<file path="src/rtl/filter_pkg.sv">
`default_nettype none
// ============================================================================
//  Module   : filter_pkg
//  Brief    : Shared encodings for the WOS filter job controller.
//  Revision : 1.0  initial release
// ============================================================================
package filter_pkg;

    typedef enum logic [2:0] {
        ST_IDLE  = 3'd0,
        ST_CHECK = 3'd1,
        ST_RUN   = 3'd2,
        ST_DRAIN = 3'd3,
        ST_DONE  = 3'd4,
        ST_ERR   = 3'd5
    } state_t;

    localparam logic [1:0] CFG_ADDR_CTRL = 2'd0;
    localparam logic [1:0] CFG_ADDR_H    = 2'd1;
    localparam logic [1:0] CFG_ADDR_W    = 2'd2;
    localparam logic [1:0] CFG_ADDR_N    = 2'd3;

    localparam int CTRL_START  = 0;
    localparam int CTRL_ABORT  = 1;
    localparam int CTRL_IRQCLR = 2;

    localparam int STATUS_IRQ  = 0;
    localparam int STATUS_DONE = 1;
    localparam int STATUS_ERR  = 2;
    localparam int STATUS_BUSY = 3;
    localparam int STATUS_TMO  = 4;

endpackage
`default_nettype wire

</file>
<file path="src/rtl/filter_cfg_check.sv">
`default_nettype none
// ============================================================================
//  Module   : filter_cfg_check
//  Brief    : Combinational image-config validity check and registered h*w.
//  Revision : 1.0  initial release
// ============================================================================
module filter_cfg_check #(
    parameter int WORD  = 8,
    parameter int MAX_N = 25
) (
    input  logic              clk,
    input  logic              rst,
    input  logic [WORD-1:0]   i_h,
    input  logic [WORD-1:0]   i_w,
    input  logic [WORD-1:0]   i_n,
    output logic              o_valid,
    output logic [2*WORD-1:0] o_total
);

    localparam logic [2*WORD-1:0] PROD_MAX = (2*WORD)'(1) << (WORD + 1);

    logic [2*WORD-1:0] w_prod;

    assign w_prod = (2*WORD)'(i_h) * (2*WORD)'(i_w);

    // An odd n is necessarily non-zero, so n[0] also covers n >= 1.
    assign o_valid = i_n[0] && (i_n <= WORD'(MAX_N)) && (i_h >= i_n) &&
                     (i_w >= i_n) && (w_prod <= PROD_MAX);

    always_ff @(posedge clk) begin
        if (rst) begin
            o_total <= '0;
        end else begin
            o_total <= w_prod;
        end
    end

endmodule
`default_nettype wire

</file>
<file path="src/rtl/filter_job_ctrl.sv">
`default_nettype none
// ============================================================================
//  Module   : filter_job_ctrl
//  Brief    : Job sequencer for the WOS filter address generator.
//             Optional watchdog enabled by defining FILTER_TIMEOUT_EN.
//  Revision : 1.0  initial release
// ============================================================================
module filter_job_ctrl
    import filter_pkg::*;
#(
    parameter int WORD      = 8,
    parameter int MAX_N     = 25,
`ifdef FILTER_TIMEOUT_EN
    parameter int TMO_CYC   = 4096,
`endif
    parameter int DRAIN_CYC = 2
) (
    input  logic            clk,
    input  logic            rst,
    input  logic            cfg_we,
    input  logic [1:0]      cfg_addr,
    input  logic [WORD-1:0] cfg_wdata,
    output logic [WORD-1:0] cfg_rdata,
    output logic [WORD-1:0] h,
    output logic [WORD-1:0] w,
    output logic [WORD-1:0] n,
    output logic            run,
    input  logic            gen_w_en,
    input  logic            gen_newline,
    output logic [WORD-1:0] row_cnt,
    output logic            busy,
    output logic            irq
);

    localparam int DRAIN_W = (DRAIN_CYC > 1) ? $clog2(DRAIN_CYC) : 1;

    state_t              r_state, w_next;
    logic                r_done, r_err;
    logic [2*WORD-1:0]   r_pix_cnt;
    logic [DRAIN_W-1:0]  r_drain_cnt;
    logic [2*WORD-1:0]   w_total;
    logic                w_valid, w_ctrl_wr, w_start, w_abort, w_irq_clr;
    logic                w_last, w_drain_end, w_tmo, w_tmo_flag, w_go;
    logic                w_enter_err, w_enter_done;

    filter_cfg_check #(
        .WORD   (WORD),
        .MAX_N  (MAX_N)
    ) u_cfg_check (
        .clk     (clk),
        .rst     (rst),
        .i_h     (h),
        .i_w     (w),
        .i_n     (n),
        .o_valid (w_valid),
        .o_total (w_total)
    );

    assign w_ctrl_wr    = cfg_we && (cfg_addr == CFG_ADDR_CTRL);
    assign w_abort      = w_ctrl_wr && cfg_wdata[CTRL_ABORT];
    assign w_start      = w_ctrl_wr && cfg_wdata[CTRL_START] && !cfg_wdata[CTRL_ABORT];
    assign w_irq_clr    = w_ctrl_wr && cfg_wdata[CTRL_IRQCLR];
    assign busy         = (r_state == ST_CHECK) || (r_state == ST_RUN) || (r_state == ST_DRAIN);
    assign run          = (r_state == ST_RUN);
    assign w_go         = w_start && !busy;
    assign w_last       = gen_w_en && (r_pix_cnt == w_total - (2*WORD)'(1));
    assign w_drain_end  = (r_drain_cnt == DRAIN_W'(DRAIN_CYC - 1));
    assign w_enter_err  = (w_next == ST_ERR) && (r_state != ST_ERR);
    assign w_enter_done = (w_next == ST_DONE) && (r_state == ST_DRAIN);

`ifdef FILTER_TIMEOUT_EN
    localparam int TMO_W = (TMO_CYC > 1) ? $clog2(TMO_CYC) : 1;

    logic [TMO_W-1:0] r_wdog;
    logic             r_tmo;

    // Held at zero outside RUN, so entry to RUN always starts a fresh window.
    always_ff @(posedge clk) begin
        if (rst) begin
            r_wdog <= '0;
            r_tmo  <= 1'b0;
        end else begin
            r_wdog <= (r_state != ST_RUN || gen_w_en) ? '0 : r_wdog + TMO_W'(1);
            if (w_go) begin
                r_tmo <= 1'b0;
            end else if (w_enter_err && r_state == ST_RUN) begin
                r_tmo <= 1'b1;
            end
        end
    end

    assign w_tmo      = !gen_w_en && (r_wdog == TMO_W'(TMO_CYC - 1));
    assign w_tmo_flag = r_tmo;
`else
    assign w_tmo      = 1'b0;
    assign w_tmo_flag = 1'b0;
`endif

    always_ff @(posedge clk) begin
        if (rst) begin
            r_state <= ST_IDLE;
        end else begin
            r_state <= w_next;
        end
    end

    always_comb begin
        w_next = r_state;
        case (r_state)
            ST_IDLE, ST_DONE, ST_ERR: if (w_start) w_next = ST_CHECK;
            ST_CHECK: w_next = w_valid ? ST_RUN : ST_ERR;
            ST_RUN: begin
                if (w_last) begin
                    w_next = ST_DRAIN;
                end else if (w_tmo) begin
                    w_next = ST_ERR;
                end
            end
            ST_DRAIN: if (w_drain_end) w_next = ST_DONE;
            default: w_next = ST_IDLE;
        endcase
        if (w_abort && busy) begin
            w_next = ST_IDLE;
        end
    end

    always_ff @(posedge clk) begin
        if (rst) begin
            h           <= '0;
            w           <= '0;
            n           <= '0;
            r_done      <= 1'b0;
            r_err       <= 1'b0;
            irq         <= 1'b0;
            r_pix_cnt   <= '0;
            row_cnt     <= '0;
            r_drain_cnt <= '0;
        end else begin
            if (cfg_we && !busy) begin
                case (cfg_addr)
                    CFG_ADDR_H: h <= cfg_wdata;
                    CFG_ADDR_W: w <= cfg_wdata;
                    CFG_ADDR_N: n <= cfg_wdata;
                    default: ;
                endcase
            end
            if (w_go) begin
                r_done    <= 1'b0;
                r_err     <= 1'b0;
                r_pix_cnt <= '0;
                row_cnt   <= '0;
            end
            if (w_enter_err) r_err <= 1'b1;
            if (w_enter_done) r_done <= 1'b1;
            // A new event outranks a simultaneous clear so it is never lost.
            if (w_enter_err || w_enter_done) begin
                irq <= 1'b1;
            end else if (w_irq_clr) begin
                irq <= 1'b0;
            end
            if (r_state == ST_RUN) begin
                if (gen_w_en) r_pix_cnt <= r_pix_cnt + (2*WORD)'(1);
                if (gen_newline && row_cnt != '1) row_cnt <= row_cnt + WORD'(1);
            end
            r_drain_cnt <= (r_state == ST_DRAIN) ? r_drain_cnt + DRAIN_W'(1) : '0;
        end
    end

    always_comb begin
        cfg_rdata = '0;
        case (cfg_addr)
            CFG_ADDR_CTRL: begin
                cfg_rdata[STATUS_IRQ]  = irq;
                cfg_rdata[STATUS_DONE] = r_done;
                cfg_rdata[STATUS_ERR]  = r_err;
                cfg_rdata[STATUS_BUSY] = busy;
                cfg_rdata[STATUS_TMO]  = w_tmo_flag;
            end
            CFG_ADDR_H: cfg_rdata = h;
            CFG_ADDR_W: cfg_rdata = w;
            CFG_ADDR_N: cfg_rdata = n;
            default: cfg_rdata = '0;
        endcase
    end

endmodule
`default_nettype wire

</file>
<file path="config.mk">
export PLATFORM = sky130hd
export DESIGN_NAME = filter_job_ctrl
export DESIGN_NICKNAME = d
export VERILOG_FILES = /design/src/rtl/filter_pkg.sv /design/src/rtl/filter_cfg_check.sv /design/src/rtl/filter_job_ctrl.sv
export SDC_FILE = /design/constraint.sdc
export NUM_CORES = 1
export LEC_CHECK = 0
export BUFFER_PORTS_ARGS = -buffer_cell sky130_fd_sc_hd__buf_2
export CORE_UTILIZATION = 61
export DETAILED_ROUTE_END_ITERATION = 6
export PLACE_DENSITY = 0.8
export SKIP_CTS_REPAIR_TIMING = 1
export SYNTH_ARGS = -nofsm -noshare
export SYNTH_HDL_FRONTEND = slang
export SYNTH_SLANG_ARGS = --single-unit
</file>
<file path="constraint.sdc">
create_clock -name clk -period 7 [get_ports clk]
set_clock_uncertainty 0.15 [all_clocks]
set_input_delay 2.1 -clock clk [delete_from_list [all_inputs] [get_ports clk]]
set_output_delay 2.1 -clock clk [all_outputs]
set_load 0.005 [all_outputs]
</file>
==> parameters.txt, run 1 <==
Parameter                              Value

Run status
  Run status    completed

GRT
  Aggregate global routing overflow    0
  Initial antenna violation count    0
  Largest net degree at the start of global routing    58
  First-pass GRT wire length    around 22,000 um
  Global Route Usage Sum    between 20 and 30%
  Via count of the first global-routing pass    around 4,800

Placement
  DP Worst Slack    around 1.3 ns
  Global placement routability congestion    around 0.89
  PortBufs    57
  Placed wire-length estimate after detailed placement    10,400 um
  Cell total after placement    roughly 870
  Post-detailed-placement cell area    about 6400 um^2

Clock network
  Clock tree from TritonCTS    done
  Clock-pin transition on the worst setup and hold timing paths    0.08 ns
  Worst skew pair latency    between 0.3 and 0.4 ns
  CTS root buf    sky130_fd_sc_hd__clkbuf_8
  Number of H-tree branching levels    3
  Number of buffers between clock root and the deepest sink    2
  Clock sink count    slightly above 70
  Number of buffers added by the clock tree synthesis step    9

Drt
  DRC viols    0
  Number of search-and-repair iterations in the first detailed-routing pass    4
  Number of vias per cell after detailed routing    between 5 and 6
  Drt initial violations    approximately 190
  Routed Antenna Nets    0
  Average wire per cell in the routed design    around 15 um
  Wire length reported by the detailed router    13,500 um
  Vias after detailed routing    slightly above 5,000

Synth
  Top FF cell, synth    sky130_fd_sc_hd__dfxtp_1
  Flip-flop and latch count after synthesis    between 70 and 80
  Share of flip-flops with an asynchronous set or reset    0%
  Post-Syn Nets    a little over 800
  Share of cell area taken by muxes after synthesis    6.67%
  Synthesized area per cell    8.61 um^2
  Sequential cell area fraction in the yosys report    23.4%
  Yosys warns    0
  Count of flip-flops with a built-in enable after synthesis    0
  Synth Area in Compound Gates    11.9%
  Post-synthesis cell count    705
  Top cells by area, synth    sky130_fd_sc_hd__dfxtp_1 (23%), sky130_fd_sc_hd__fa_1 (12%), sky130_fd_sc_hd__ha_1 (11%)
  Area share of the largest cell type after synthesis    23.4%
  Dominant combinational cell family by area after synthesis    simple AND/OR/NAND/NOR gates
  Area of the mapped netlist    slightly above 6000 um^2
  Post-synth cell types    74
  Post-synthesis share of cell area spent on and, or, nand and nor gates    23.7%
  Post-Synth XOR/XNOR Area    5.19%
  Cell taking the most area after synthesis    sky130_fd_sc_hd__dfxtp_1
  Synthesized-area fraction occupied by adder cells    between 20% and 30%

Floorplanning
  Y dimension of the die    just over 100 um
  Placeable core region    roughly 9700 um^2
  Die extent in x    a little over 100 um
  Starting utilization of the core area    about 62%
  Area of the die    10,400 um^2
  Count of pins on the block boundary    58
  Row count    36

Timing
  Count of pins over their slew limit    0
  Finish-stage setup viols    0
  Number of failing hold endpoints at the final stage    0
  Slew at the pin closest to its max-slew limit    roughly 1.0 ns
  Setup TNS after final layout    0 ns
  Headroom to the max-slew limit    between 30% and 40%
  Share of the clock period used by the worst path    between 80% and 90%
  Post-layout min period    5.76 ns
  Worst setup margin    between 1 and 1.5 ns
  Setup repair after global routing missed its margin    no
  Highest attainable clock frequency    roughly 0.17 GHz

Setup path
  Endpoint kind of the worst setup timing path    register
  Worst-path cell chain    nand2_1 -> fa_1 -> fa_1 -> inv_1 -> fa_1 -> inv_1 -> fa_1 -> inv_1 -> ha_1 -> and2_4 -> a221oi_2 -> a21boi_1 -> o311ai_0 -> nor3b_1 -> nand4_1 -> or3b_1 -> a211oi_2
  Cell class contributing the biggest share of worst-path delay    adder cells
  Critical path class    register to register
  Cell type with the highest occurrence count on the critical path    sky130_fd_sc_hd__fa_1
  Library cell contributing the largest single delay on the critical path    sky130_fd_sc_hd__dfxtp_1
  CP Data Required Time    roughly 7 ns
  Maximum net fanout on the critical path    12
  Sum of buffers and inverters on the critical path    3
  Category of the worst setup path launch point    register
  Slowest stage delay, CP    about 0.56 ns
  WP data arrival    roughly 5.9 ns

Finish
  Fin cells    about 880
  Number of nets in the layout    around 850
  Post-layout instance area    ~6600 um^2
  Commonest cells after routing, fill and taps aside    sky130_fd_sc_hd__dfxtp_1 (71), sky130_fd_sc_hd__nor2_1 (70), sky130_fd_sc_hd__inv_1 (67)
  Fraction of layout cells with a size suffix above 1    around an eighth
  Most common cell after layout, fill and taps aside    sky130_fd_sc_hd__dfxtp_1
  Layout area overhead    9.02%
  Antenna cells    0

Pwr
  VDD IR max    0.178 mV
  PnR Total Power    approximately 0.00085 W
  Leakage dissipation    3.16 nW
  Power Dens Cells    between 100 and 150 nW/um^2

Flow run
  Number of maximum-capacitance constraint violations    0

Min path
  Path class of the lowest-slack min-delay path    register to register
[synthesized netlist by cell type, types with 2 or more instances]
cell type                    n
sky130_fd_sc_hd__a31oi_1     2
sky130_fd_sc_hd__and3b_1     3
sky130_fd_sc_hd__mux2_2      4
sky130_fd_sc_hd__inv_1      67
sky130_fd_sc_hd__o21ai_0    17
sky130_fd_sc_hd__a21oi_1    37
sky130_fd_sc_hd__xor2_1     16
sky130_fd_sc_hd__clkbuf_1   25
sky130_fd_sc_hd__nand3b_1    2
sky130_fd_sc_hd__and3_1      5
sky130_fd_sc_hd__nand2b_1    5
sky130_fd_sc_hd__xnor2_1    20
sky130_fd_sc_hd__nor4b_1     2
sky130_fd_sc_hd__fa_1       36
sky130_fd_sc_hd__o21a_1      5
sky130_fd_sc_hd__o22ai_1     2
sky130_fd_sc_hd__nor2b_1     8
sky130_fd_sc_hd__nand2_1    40
sky130_fd_sc_hd__o31ai_1     3
sky130_fd_sc_hd__dfxtp_1    71
sky130_fd_sc_hd__a21o_1      6
sky130_fd_sc_hd__buf_2       2
sky130_fd_sc_hd__mux4_2      4
sky130_fd_sc_hd__mux2i_1    27
sky130_fd_sc_hd__nor3_1     10
sky130_fd_sc_hd__and2_1     56
sky130_fd_sc_hd__a22o_1      4
sky130_fd_sc_hd__nand3_1    20
sky130_fd_sc_hd__nor2_1     70
sky130_fd_sc_hd__or2_2       4
sky130_fd_sc_hd__o31a_1      2
sky130_fd_sc_hd__nor4_1      6
sky130_fd_sc_hd__or3_1       5
sky130_fd_sc_hd__nand4_1    11
sky130_fd_sc_hd__o211ai_1    5
sky130_fd_sc_hd__ha_1       55
sky130_fd_sc_hd__a2111oi_0   3
sky130_fd_sc_hd__a211oi_1    3
sky130_fd_sc_hd__nor3b_1     5
sky130_fd_sc_hd__o2111ai_1   2
sky130_fd_sc_hd__or4_2       2
[report_power, final]
group	internal (W)	switching, W	leakage (nW)
Sequential	0.000410	0.0000147	0.574
Combinational	0.0000382	0.0000484	2.49
Clock	0.000168	0.000170	0.0964
Total	0.000616	0.000234	3.16
[path summary, 6_finish.rpt]
check                           slack, ns    endpoint  startpoint  cells after the start
worst max-delay path                 1.24  r_state[1]        w[7]                     17
worst min-delay path                 0.36       r_err       r_err                      2
worst max register to register       1.24  r_state[1]        w[7]                     17
worst min register to register       0.36       r_err       r_err                      2
[layout make-up]
type / count / area, um^2
sequential: 71 / 1420
clock inverter: 7 / 80.1
clock buffer: 9 / 124
timing repair buffer: 57 / 285
multi-input combinational: 539 / 4290
tap: 133 / 166
inverter: 67 / 251
fill: 808 / 3110
[sequential cells by signal (all words and copies together) (netlist names), 3 cells and up]
name                 count
r_pix_cnt               16
u_cfg_check.o_total     16
h                        8
n                        8
row_cnt                  8
w                        8
r_state                  3
[metal layers]
layer,part of all wire [%],GRT usage (%)
met1,45,35.7
met2,49,45.7
met3,4.2,5.52
met4,2.4,11.3
met5,0,0
[tightest hold or removal path: stages (launching register included)]
cell,delay (ns)
sky130_fd_sc_hd__dfxtp_1,0.33
sky130_fd_sc_hd__inv_1,0.05
sky130_fd_sc_hd__o21ai_0,0.08
[kinds of logic after synthesis]
kind of cell,after synthesis
adders and majority gates,91
AOI/OAI and AO/OA,109
xor gates and xnor gates,36
buffers and inverters,95
muxes,35
and+or+nand+nor,268
DFF,71
[stage by stage]
stage	util, %	hold WS [ns]
CTS	68.1	0.354
detailed placement	66.0	0.335
global placement	66.0	0.320
global route	68.1	0.396
finish	68.1	0.356
floorplan	-	0.291
Note: power is estimated with default switching activity, not from simulation.
==> inputs of run 2 (changes only) <==
--- a/config.mk
+++ b/config.mk
@@ -5,10 +5,11 @@
 export SDC_FILE = /design/constraint.sdc
 export NUM_CORES = 1
 export LEC_CHECK = 0
+export ABC_AREA = 1
 export BUFFER_PORTS_ARGS = -buffer_cell sky130_fd_sc_hd__buf_2
-export CORE_UTILIZATION = 61
+export CORE_UTILIZATION = 55
 export DETAILED_ROUTE_END_ITERATION = 6
-export PLACE_DENSITY = 0.8
+export PLACE_DENSITY = 0.76
 export SKIP_CTS_REPAIR_TIMING = 1
 export SYNTH_ARGS = -nofsm -noshare
 export SYNTH_HDL_FRONTEND = slang
==> constraint.sdc (replaced) <==
create_clock -name clk -period 4.63 [get_ports clk]
set_clock_uncertainty 0.15 [all_clocks]
set_input_delay 1.389 -clock clk [delete_from_list [all_inputs] [get_ports clk]]
set_output_delay 1.389 -clock clk [all_outputs]
set_load 0.005 [all_outputs]
==> parameters.txt, run 2 <==
Parameter                              Value

Setup path
  WP data arrival    4.65 ns (was 5.89 ns)
  Category of the worst setup path launch point    register (unchanged)
  Reg-to-reg endpoint    irq (was r_state[1])
  Number of cells on the worst reg-to-reg path    26 (was 17)
  Worst r2r src    w[2] (was w[7])
  Endpoint kind of the worst setup timing path    register (unchanged)
  Critical path class    register to register (unchanged)
  Maximum net fanout on the critical path    4 (was 12)
  Worst Setup SP    w[2] (was w[7])
  CP Data Required Time    4.75 ns (was 7.13 ns)
  Setup slack on the worst flop-to-flop path    0.10 ns (was 1.24 ns)

Synth
  Post-Syn Nets    1,063 (was 811)
  Top FF cell, synth    sky130_fd_sc_hd__dfxtp_1 (unchanged)
  Synthesized area per cell    6.69 um^2 (was 8.61 um^2)
  Share of flip-flops with an asynchronous set or reset    0% (unchanged)
  Yosys warns    0 (unchanged)
  Flip-flop and latch count after synthesis    71 (unchanged)
  Post-synthesis cell count    957 (was 705)
  Sequential cell area fraction in the yosys report    22.2% (was 23.4%)
  Post-synth cell types    41 (was 74)
  Top cells by area, synth    sky130_fd_sc_hd__dfxtp_1 (22%), sky130_fd_sc_hd__nand2_1 (14%), sky130_fd_sc_hd__inv_1 (12%) (was sky130_fd_sc_hd__dfxtp_1 (23%), sky130_fd_sc_hd__fa_1 (12%), sky130_fd_sc_hd__ha_1 (11%))
  Most frequent cells after synthesis    sky130_fd_sc_hd__nand2_1 (233), sky130_fd_sc_hd__inv_1 (210), sky130_fd_sc_hd__dfxtp_1 (71) (was sky130_fd_sc_hd__dfxtp_1 (71), sky130_fd_sc_hd__nor2_1 (70), sky130_fd_sc_hd__inv_1 (67))
  Area of the mapped netlist    6400 um^2 (was 6070 um^2)
  Count of flip-flops with a built-in enable after synthesis    0 (unchanged)
  Cell taking the most area after synthesis    sky130_fd_sc_hd__dfxtp_1 (unchanged)
  Most used standard cell by instance count after synthesis    sky130_fd_sc_hd__nand2_1 (was sky130_fd_sc_hd__dfxtp_1)
  Area share of the largest cell type after synthesis    22.2% (was 23.4%)

Floorplanning
  Count of pins on the block boundary    58 (unchanged)
  Starting utilization of the core area    56.3% (was 62.4%)
  Placeable core region    11,400 um^2 (was 9730 um^2)
  Area of the die    12,100 um^2 (was 10,400 um^2)
  Row count    39 (was 36)
  Y dimension of the die    110 um (was 102 um)
  Die extent in x    110 um (was 102 um)

Drt
  DRC viols    0 (unchanged)
  Vias after detailed routing    6,181 (was 5,099)
  Drt initial violations    402 (was 189)
  Number of vias per cell after detailed routing    5.15 (was 5.77)
  Wire length reported by the detailed router    15,700 um (was 13,500 um)
  Number of search-and-repair iterations in the first detailed-routing pass    5 (was 4)
  Routed Antenna Nets    0 (unchanged)
  Average wire per cell in the routed design    13.1 um (was 15.3 um)

Finish
  Number of nets in the layout    1,159 (was 851)
  Layout area overhead    22.5% (was 9.02%)
  Number of filler cells placed in the layout    976 (was 808)
  Fraction of layout cells with a size suffix above 1    23.2% (was 13.3%)
  Most common cell after layout, fill and taps aside    sky130_fd_sc_hd__nand2_1 (was sky130_fd_sc_hd__dfxtp_1)
  Regs by FF count    r_pix_cnt x16, u_cfg_check.o_total x16 (unchanged)
  Commonest cells after routing, fill and taps aside    sky130_fd_sc_hd__nand2_1 (204), sky130_fd_sc_hd__inv_1 (201), sky130_fd_sc_hd__dfxtp_1 (58) (was sky130_fd_sc_hd__dfxtp_1 (71), sky130_fd_sc_hd__nor2_1 (70), sky130_fd_sc_hd__inv_1 (67))
  Antenna cells    0 (unchanged)
  Post-layout instance area    7840 um^2 (was 6620 um^2)

GRT
  First-pass GRT wire length    24,700 um (was 22,300 um)
  Via count of the first global-routing pass    5,528 (was 4,755)
  Aggregate global routing overflow    0 (unchanged)
  Largest net degree at the start of global routing    34 (was 58)
  Initial antenna violation count    0 (unchanged)
  Global Route Usage Sum    26.3% (was 27.8%)

Pwr
  Power Dens Cells    223 nW/um^2 (was 128 nW/um^2)
  Leakage dissipation    4.22 nW (was 3.16 nW)
  PnR Total Power    0.00175 W (was 0.000849 W)
  VDD IR max    0.217 mV (was 0.178 mV)

Timing
  Share of the clock period used by the worst path    97.7% (was 82.3%)
  Count of pins over their slew limit    0 (unchanged)
  Slew at the pin closest to its max-slew limit    0.962 ns (was 1.03 ns)
  Highest attainable clock frequency    0.221 GHz (was 0.174 GHz)
  Number of failing hold endpoints at the final stage    0 (unchanged)
  Headroom to the max-slew limit    35.8% (was 31.2%)
  Post-layout min period    4.53 ns (was 5.76 ns)
  Finish-stage setup viols    0 (unchanged)
  Worst setup margin    0.105 ns (was 1.24 ns)
  Setup repair after global routing missed its margin    yes (was no)

Run status
  Run status    completed (unchanged)

Clock network
  Number of buffers between clock root and the deepest sink    2 (unchanged)
  Clock tree from TritonCTS    done (unchanged)
  Worst skew pair latency    0.34 ns (was 0.36 ns)
  CTS root buf    sky130_fd_sc_hd__clkbuf_16 (was sky130_fd_sc_hd__clkbuf_8)
  Number of H-tree branching levels    3 (unchanged)
  Number of buffers added by the clock tree synthesis step    9 (unchanged)
  Clock sink count    71 (unchanged)
  Clock-pin transition on the worst setup and hold timing paths    0.06 ns (was 0.08 ns)

Min path
  Hold path depth    1 (was 2)
  Hold worst-path end    r_drain_cnt (was r_err)
  Path class of the lowest-slack min-delay path    register to register (unchanged)
  Min-delay src    r_drain_cnt (was r_err)

Placement
  Post-detailed-placement cell area    7150 um^2 (was 6420 um^2)
  Placed wire-length estimate after detailed placement    11,900 um (was 10,400 um)
  PortBufs    57 (unchanged)
  DP Worst Slack    -0.261 ns (was 1.29 ns)
  Global placement routability congestion    0.853 (was 0.893)

Flow run
  Number of maximum-capacitance constraint violations    0 (unchanged)
run 2: changes by cell type in the layout (fill, tap and decap cells not counted), moves of 19 or more:
| cell | change |
|---|---|
| sky130_fd_sc_hd__nand2_2 | +33 |
| sky130_fd_sc_hd__nand3_1 | +22 |
| sky130_fd_sc_hd__buf_4 | +52 |
| sky130_fd_sc_hd__inv_1 | +134 |
| sky130_fd_sc_hd__and2_1 | -55 |
| sky130_fd_sc_hd__o21ai_0 | +19 |
| sky130_fd_sc_hd__nand2_1 | +164 |
| sky130_fd_sc_hd__mux2i_1 | -27 |
run 2: per-stage QoR:
| step | hold slack, ns | TNS [ns] | util, % | instances |
|---|---|---|---|---|
| 2_1_floorplan | 0.272 | 0 | - | 957 |
| 4_1_cts | 0.315 | -1.19 | 65.5 | 1198 |
| 3_3_place_gp | 0.295 | -0.583 | 62.9 | 1182 |
| 6_report | 0.313 | 0 | 69.0 | 1201 |
| 5_1_grt | 0.331 | -0.114 | 69.0 | 1201 |
| 3_5_place_dp | 0.302 | -0.940 | 62.9 | 1182 |
run 2: cell families after synthesis:
group / count (synthesis) / synth area share (%)
simple gates: 407 / 27.6
flops: 71 / 22.2
fa+ha+maj: 91 / 22.0
compound gates: 124 / 11.3
xor+xnor: 18 / 2.46
buf+inv: 246 / 14.5
run 2: layout make-up:
| type | count | area [um^2] | area share [%] |
|---|---|---|---|
| Multi-Input combinational cell | 640 | 4380 | 55.8 |
| Sequential cell | 71 | 1460 | 18.6 |
| Inverter | 219 | 822 | 10.5 |
| Timing Repair Buffer | 112 | 709 | 9.05 |
| Clock buffer | 10 | 229 | 2.92 |
| Tap cell | 143 | 179 | 2.28 |
| Clock inverter | 6 | 68.8 | 0.878 |
run 2: worst max-delay path by stage:
stage	to	slack (ns)	cells after the start
final	irq	0.10	26
after global routing	r_err	-0.05	25
after CTS	irq	-0.31	26
after detailed placement	irq	-0.26	26
after global placement	irq	-0.18	27
after floorplan	r_err	0.009	26
run 2: layer usage:
metal	GRT usage, %	wire [um]	vias to the layer above
li1	-	-	3173
met1	31.8	6880	2871
met2	47.5	8000	118
met3	4.33	586	19
met4	7.71	256	0
met5	0	0	-
run 2: critical path: stages, from the launching register on:
cell	delay, ns
sky130_fd_sc_hd__dfxtp_4	0.36
sky130_fd_sc_hd__nand2_2	0.07
sky130_fd_sc_hd__inv_2	0.05
sky130_fd_sc_hd__fa_1	0.60
sky130_fd_sc_hd__fa_1	0.45
sky130_fd_sc_hd__fa_1	0.50
sky130_fd_sc_hd__inv_1	0.05
sky130_fd_sc_hd__fa_1	0.49
sky130_fd_sc_hd__inv_2	0.05
sky130_fd_sc_hd__ha_4	0.29
sky130_fd_sc_hd__nand2_2	0.08
sky130_fd_sc_hd__nor2_2	0.14
sky130_fd_sc_hd__nand3_2	0.10
sky130_fd_sc_hd__nand2_2	0.09
sky130_fd_sc_hd__nand2_1	0.05
sky130_fd_sc_hd__nand3_1	0.08
sky130_fd_sc_hd__nand2_2	0.06
sky130_fd_sc_hd__nand2_2	0.08
sky130_fd_sc_hd__nor2_4	0.04
sky130_fd_sc_hd__buf_6	0.12
sky130_fd_sc_hd__nand3_4	0.05
sky130_fd_sc_hd__nand2_4	0.07
sky130_fd_sc_hd__nand2_4	0.08
sky130_fd_sc_hd__nand2_4	0.05
sky130_fd_sc_hd__nor2_2	0.10
sky130_fd_sc_hd__nand2_2	0.08
sky130_fd_sc_hd__a21oi_2	0.13
run 2: power breakdown:
part           internal, W  total, W  switching, W
combinational     0.000159  0.000393      0.000234
sequential        0.000632  0.000659     0.0000269
clock             0.000419  0.000699      0.000280
